==> src/rtl/security_pkg.sv <==
// Shared definitions for the intrusion alarm: FSM state encoding and default timing parameters.
package security_pkg;

  typedef enum logic [2:0] {
    ST_DISARMED = 3'd0,
    ST_ARMING   = 3'd1,
    ST_ARMED    = 3'd2,
    ST_PENDING  = 3'd3,
    ST_ALARM    = 3'd4
  } state_t;

  localparam int DEF_THRESH_CM  = 50;
  localparam int DEF_CONFIRM_N  = 3;
  localparam int DEF_EXIT_DLY   = 1000;
  localparam int DEF_ENTRY_DLY  = 1000;
  localparam int DEF_ALARM_LEN  = 5000;
  localparam int DEF_BLINK_HALF = 100;

  // A timed state lasting dly cycles is loaded with dly-1 and exits when the counter reads 0.
  function automatic logic [15:0] dly_load(input int dly);
    return 16'(dly - 1);
  endfunction

endpackage

==> src/rtl/alarm_timer.sv <==
// Loadable 16-bit down-counter that stops at zero and flags it.
module alarm_timer (
  input  logic        clk,
  input  logic        rst_n,
  input  logic        load,
  input  logic [15:0] load_val,
  output logic        zero
);

  logic [15:0] count;

  always_ff @(posedge clk or negedge rst_n) begin
    if (!rst_n) begin
      count <= 16'd0;
    end else if (load) begin
      count <= load_val;
    end else if (count != 16'd0) begin
      count <= count - 16'd1;
    end
  end

  assign zero = (count == 16'd0);

endmodule

==> src/rtl/alarm_controller.sv <==
// Intrusion alarm controller: arming exit delay, confirmed intrusion detection, entry delay,
// timed siren and a saturating alarm counter. All outputs are registered from the next state.
module alarm_controller
  import security_pkg::*;
#(
  parameter int THRESH_CM  = DEF_THRESH_CM,
  parameter int CONFIRM_N  = DEF_CONFIRM_N,
  parameter int EXIT_DLY   = DEF_EXIT_DLY,
  parameter int ENTRY_DLY  = DEF_ENTRY_DLY,
  parameter int ALARM_LEN  = DEF_ALARM_LEN,
  parameter int BLINK_HALF = DEF_BLINK_HALF
) (
  input  logic       CLK,
  input  logic       RST_N,
  input  logic       Arm,
  input  logic [7:0] Distance_Raw,
  input  logic       Dist_Valid,
  output logic       Alarm,
  output logic       LED_Armed,
  output logic       LED_Alert,
  output logic [2:0] State,
  output logic [7:0] Alarm_Count
);

  localparam logic [8:0] THRESH  = 9'(THRESH_CM);
  localparam logic [3:0] CONFIRM = 4'(CONFIRM_N);

  state_t      state;
  state_t      nxt;
  logic        rst_q;
  logic [3:0]  hit_cnt;
  logic        intrusion;
  logic        clear_smp;
  logic        t_load;
  logic [15:0] t_val;
  logic        t_zero;
  logic        b_load;
  logic        b_zero;

  // Single-flop release synchroniser: assertion passes straight through, so the siren drops
  // at once, while the FSM first acts on the second edge after RST_N rises.
  always_ff @(posedge CLK or negedge RST_N) begin
    if (!RST_N) rst_q <= 1'b0;
    else        rst_q <= 1'b1;
  end

  assign intrusion = Dist_Valid && (Distance_Raw != 8'd0) && ({1'b0, Distance_Raw} < THRESH);
  assign clear_smp = Dist_Valid && !intrusion;

  always_comb begin
    nxt = state;
    if (!Arm) begin
      nxt = ST_DISARMED;
    end else begin
      case (state)
        ST_DISARMED: nxt = ST_ARMING;
        ST_ARMING:   if (t_zero) nxt = ST_ARMED;
        ST_ARMED:    if (hit_cnt == CONFIRM) nxt = ST_PENDING;
        ST_PENDING:  if (t_zero) nxt = ST_ALARM;
        ST_ALARM:    if (t_zero) nxt = ST_ARMED;
        default:     nxt = ST_DISARMED;
      endcase
    end
  end

  // The shared timer is loaded only on entry to one of the three timed states.
  always_comb begin
    t_load = 1'b0;
    t_val  = 16'd0;
    if (nxt != state) begin
      case (nxt)
        ST_ARMING:  begin t_load = 1'b1; t_val = dly_load(EXIT_DLY);  end
        ST_PENDING: begin t_load = 1'b1; t_val = dly_load(ENTRY_DLY); end
        ST_ALARM:   begin t_load = 1'b1; t_val = dly_load(ALARM_LEN); end
        default:    begin t_load = 1'b0; t_val = 16'd0;               end
      endcase
    end
  end

  assign b_load = (nxt == ST_ARMING) && ((state != ST_ARMING) || b_zero);

  alarm_timer u_state_timer (
    .clk      (CLK),
    .rst_n    (rst_q),
    .load     (t_load),
    .load_val (t_val),
    .zero     (t_zero)
  );

  alarm_timer u_blink_timer (
    .clk      (CLK),
    .rst_n    (rst_q),
    .load     (b_load),
    .load_val (dly_load(BLINK_HALF)),
    .zero     (b_zero)
  );

  always_ff @(posedge CLK or negedge rst_q) begin
    if (!rst_q) begin
      state       <= ST_DISARMED;
      hit_cnt     <= 4'd0;
      Alarm       <= 1'b0;
      LED_Armed   <= 1'b0;
      LED_Alert   <= 1'b0;
      Alarm_Count <= 8'd0;
    end else begin
      state <= nxt;

      if (state == ST_ARMED && nxt == ST_ARMED) begin
        if (intrusion && hit_cnt != CONFIRM) hit_cnt <= hit_cnt + 4'd1;
        else if (clear_smp)                  hit_cnt <= 4'd0;
      end else begin
        hit_cnt <= 4'd0;
      end

      Alarm     <= (nxt == ST_ALARM);
      LED_Alert <= (nxt == ST_PENDING) || (nxt == ST_ALARM);

      case (nxt)
        ST_DISARMED: LED_Armed <= 1'b0;
        ST_ARMING: begin
          if (state != ST_ARMING) LED_Armed <= 1'b1;
          else if (b_zero)        LED_Armed <= ~LED_Armed;
        end
        default:     LED_Armed <= 1'b1;
      endcase

      if (state == ST_PENDING && nxt == ST_ALARM && Alarm_Count != 8'hFF)
        Alarm_Count <= Alarm_Count + 8'd1;
    end
  end

  assign State = state;

endmodule
==> config.mk <==
export PLATFORM = sky130hd
export DESIGN_NAME = alarm_controller
export DESIGN_NICKNAME = d
export VERILOG_FILES = /design/src/rtl/security_pkg.sv /design/src/rtl/alarm_timer.sv /design/src/rtl/alarm_controller.sv
export SDC_FILE = /design/constraint.sdc
export NUM_CORES = 1
export LEC_CHECK = 0
export ABC_AREA = 1
export CELL_PAD_IN_SITES_DETAIL_PLACEMENT = 0
export CELL_PAD_IN_SITES_GLOBAL_PLACEMENT = 1
export CORE_AREA = 2 2 96 79
export DETAILED_ROUTE_END_ITERATION = 10
export DIE_AREA = 0 0 98 81
export GPL_TIMING_DRIVEN = 0
export HOLD_SLACK_MARGIN = 0.02
export PLACE_DENSITY = 0.75
export SLEW_MARGIN = 20
export SYNTH_ARGS = -nofsm -noshare
export SYNTH_HDL_FRONTEND = slang
export SYNTH_SLANG_ARGS = --single-unit
==> constraint.sdc <==
create_clock -name CLK -period 4.8 [get_ports CLK]
set_clock_uncertainty 0.05 [all_clocks]
set_input_delay 0.96 -clock CLK [delete_from_list [all_inputs] [get_ports CLK]]
set_output_delay 0.96 -clock CLK [all_outputs]
set_load 0.01 [all_outputs]
==> impl_metrics.tcl <==
set metrics [dict create \
    cap_violations 0 \
    grt_start_max_net_pins 51 \
    multi_input_area_sq_um 1510 \
    drtPass1Iterations 4 \
    synth-async-reset-ratio_pct 100 \
    slew_headroom_pct 56.5 \
    pwr_density_cell_nw_per_um2 300 \
    leakage_nw 1.74 \
    synth-seq-cells 51 \
    yosys.area.top_type "dfrtp_1" \
    cts.path.max_buffers 2 \
    io_pins 26 \
    die-height_um 81 \
    critPathCaptureType "register" \
    cp.arrival_ns 2.58 \
    vias_per_cell 4.85 \
    dpl-instance-area_sq_um 3360 \
    worst_slew_pin_slew_ns 0.652 \
    root_buffer "clkbuf_8" \
    min_period_over_period_pct 50.7 \
    ys_seq_area_share_pct 42.6 \
    synth_ff_type "dfrtp_1" \
    status "completed" \
    rsz0062_at_grt "false" \
    yosysTopAreaCellShare_pct 42.6 \
    numClockSinks 51 \
    ctsResizeCount 0 \
    ys.warnings.count 0 \
    n_antenna_cell 0 \
    period_minus_slack_ns 2.43 \
    syn2layout_area_growth_pct 16.7 \
    synthCells 371 \
    drc 0 \
    hold_path_class "register to async pin" \
    overflow 0 \
    io_buffer_count 25 \
    antenna_found_initial 0 \
    cts_tree "built" \
    num_vias 2395 \
    h-tree-depth 2 \
    finalSetupViolCount 0 \
    grt_pass1_wl_mm 10.9 \
    syn_avg_cell_area_sq_um 8.07 \
    drv_slew 0 \
    drive_gt1_share_pct 10.6 \
    syn_area_sq_um 2990 \
    irDropWorstVdd_mv 0.157 \
    drtAntennaViolNets 0 \
    synth_nets 388 \
    cp_max_fo 10 \
    die_w_um 98 \
    required_ns 4.95 \
    start_util_pct 42.1 \
    grt_use_met2_pct 25.0 \
    criticalPathCategory "input pin to register" \
    place_congestion 0.802 \
    wl_per_cell_um 12.3 \
    hpwl_mm 4.60 \
    core_area_sq_um 7110 \
    dieArea_sq_um 7940 \
    fin_setup_tns_ns 0 \
    stdcell_area_sq_um 3490 \
    startpoint_type "input pin" \
    cts_made_buffers 5 \
    drtIter0Drc 93 \
    ctsHoldBuffers 0 \
    synth_area_leaders "dfrtp_1, nand2_1, xor2_1, nor2_1, inv_1" \
    use_met3_pct 4.65 \
    insertion_delay_ns 0.30 \
    cts.clk_slew.worst_paths_ns 0.10 \
    finalHoldViolCount 0 \
    routed_wl_mm 6.06 \
    ys_types 36 \
    post_cts_buffers 0 \
    fp-row-count 28 \
    grtUsageTotal_pct 16.9 \
    grt_use_met1_pct 25.1 \
    synth_edf_count 0 \
    busiest_layer "met1" \
    fin_nets 420 \
    seq_area_sq_um 1280 \
    fill_cells 708 \
    fmax_mhz 411 \
    grt_pass1_vias 2303 \
]
-- placed cells by master (no fill, tap or decap), types with 2 or more instances in the layout --
master	netlist	routed
a21oi_1	4	4
a31oi_1	2	2
bufinv_16	0	2
clkbuf_8	0	5
clkdlybuf4s50_1	0	25
dfrtp_1	51	50
ha_1	5	5
inv_1	47	47
inv_2	4	4
nand2_1	75	75
nand2_2	6	6
nand2_4	4	4
nand3_1	21	21
nand3_2	2	2
nand3b_1	9	9
nand4_1	5	5
nor2_1	50	50
nor2_2	6	6
nor2_4	2	2
nor3_1	17	17
nor3_2	3	3
nor4_1	2	2
o21ai_0	7	7
o21ai_1	3	3
xnor2_1	10	10
xor2_1	23	23
-- layout make-up --
class                   instances  share of cell area, %
multi-input cells             267                   43.2
inverters                      51                   5.48
flip-flops and latches         51                   36.7
well taps                      90                   3.22
plain buffers                   2                  0.466
clock inverters                 2                   1.72
repair buffers                 25                   7.17
clock buffers                   6                   2.08
-- metal layers --
metal / vias to the layer above / share of wire (%) / wire length, um
met5: - / 0 / 0
met1: 1103 / 54 / 3280
li1: 1249 / - / -
met3: 2 / 4.6 / 279
met2: 41 / 41 / 2470
met4: 0 / 0.45 / 27
-- path summary, 6_finish.rpt --
check	startpoint	endpoint	slack (ns)	cells after the start
setup / recovery	Arm	u_blink_timer.count[13]	2.37	9
hold reg to reg	rst_q	LED_Armed	0.32	0
min in group CLK	Alarm_Count[6]	Alarm_Count[6]	0.44	1
max in group asynchronous	RST_N	rst_q	3.86	1
hold / removal	rst_q	LED_Armed	0.32	0
setup reg to reg	u_state_timer.count[0]	u_state_timer.count[2]	2.77	10
-- cells by family (layout without fill, tap and decap cells) --
group,count (synthesis),in the layout,share of synthesized area (%)
XOR/XNOR,33,33,9.66
AND/OR/NAND/NOR,207,207,34.4
adder cells (fa/ha/maj),5,5,2.09
flip-flops,51,51,42.6
AO/OA/AOI/OAI,21,21,4.10
buffers and inverters,53,86,6.94
other,1,1,0.125
-- registers in the layout, summed over array words and instances (netlist names) --
register	flops
Alarm_Count	8
State	3
u_state_timer.count	16
u_blink_timer.count	16
LED_Armed	1
hit_cnt	4
LED_Alert	1
Alarm	1
rst_q	1
-- cell usage after synthesis (2+ instances only) --
library cell,instances
xor2_1,23
nor3_1,17
nor2_2,6
nand3_1,21
a21oi_1,4
xnor2_1,10
dfrtp_1,51
nor2_4,2
a31oi_1,2
ha_1,5
nor3_2,3
nand2_4,4
nand2_2,6
nor4_1,2
nand4_1,5
o21ai_0,7
nor2_1,50
nand3_2,2
nand3b_1,9
inv_1,47
o21ai_1,3
inv_2,4
nand2_1,75
-- through the flow --
step	hold WS (ns)	cells	power [W]	util (%)	setup WS, ns
floorplan	0.423	371	0.000657	-	2.91
global placement	0.432	486	0.000702	47.2	2.04
detailed placement	0.347	486	0.000704	47.2	2.04
CTS	0.360	494	0.00106	49.1	2.37
global route	0.403	494	0.00111	49.1	2.22
finish	0.325	494	0.00105	49.1	2.37
-- report_power, final --
part / switching [W] / internal, W / total (W)
sequential: 0.0000481 / 0.000468 / 0.000516
clock: 0.000144 / 0.000208 / 0.000353
combinational: 0.0000997 / 0.0000803 / 0.000180
-- worst max-delay path: stages --
cell             delay (ns)
clkdlybuf4s50_1        0.62
nand2_1                0.11
a31oi_1                0.19
nand2_1                0.14
inv_2                  0.13
nand3_4                0.14
buf_6                  0.18
nand3b_1               0.07
inv_1                  0.04
No activity file was read; power rests on OpenSTA's default activity.
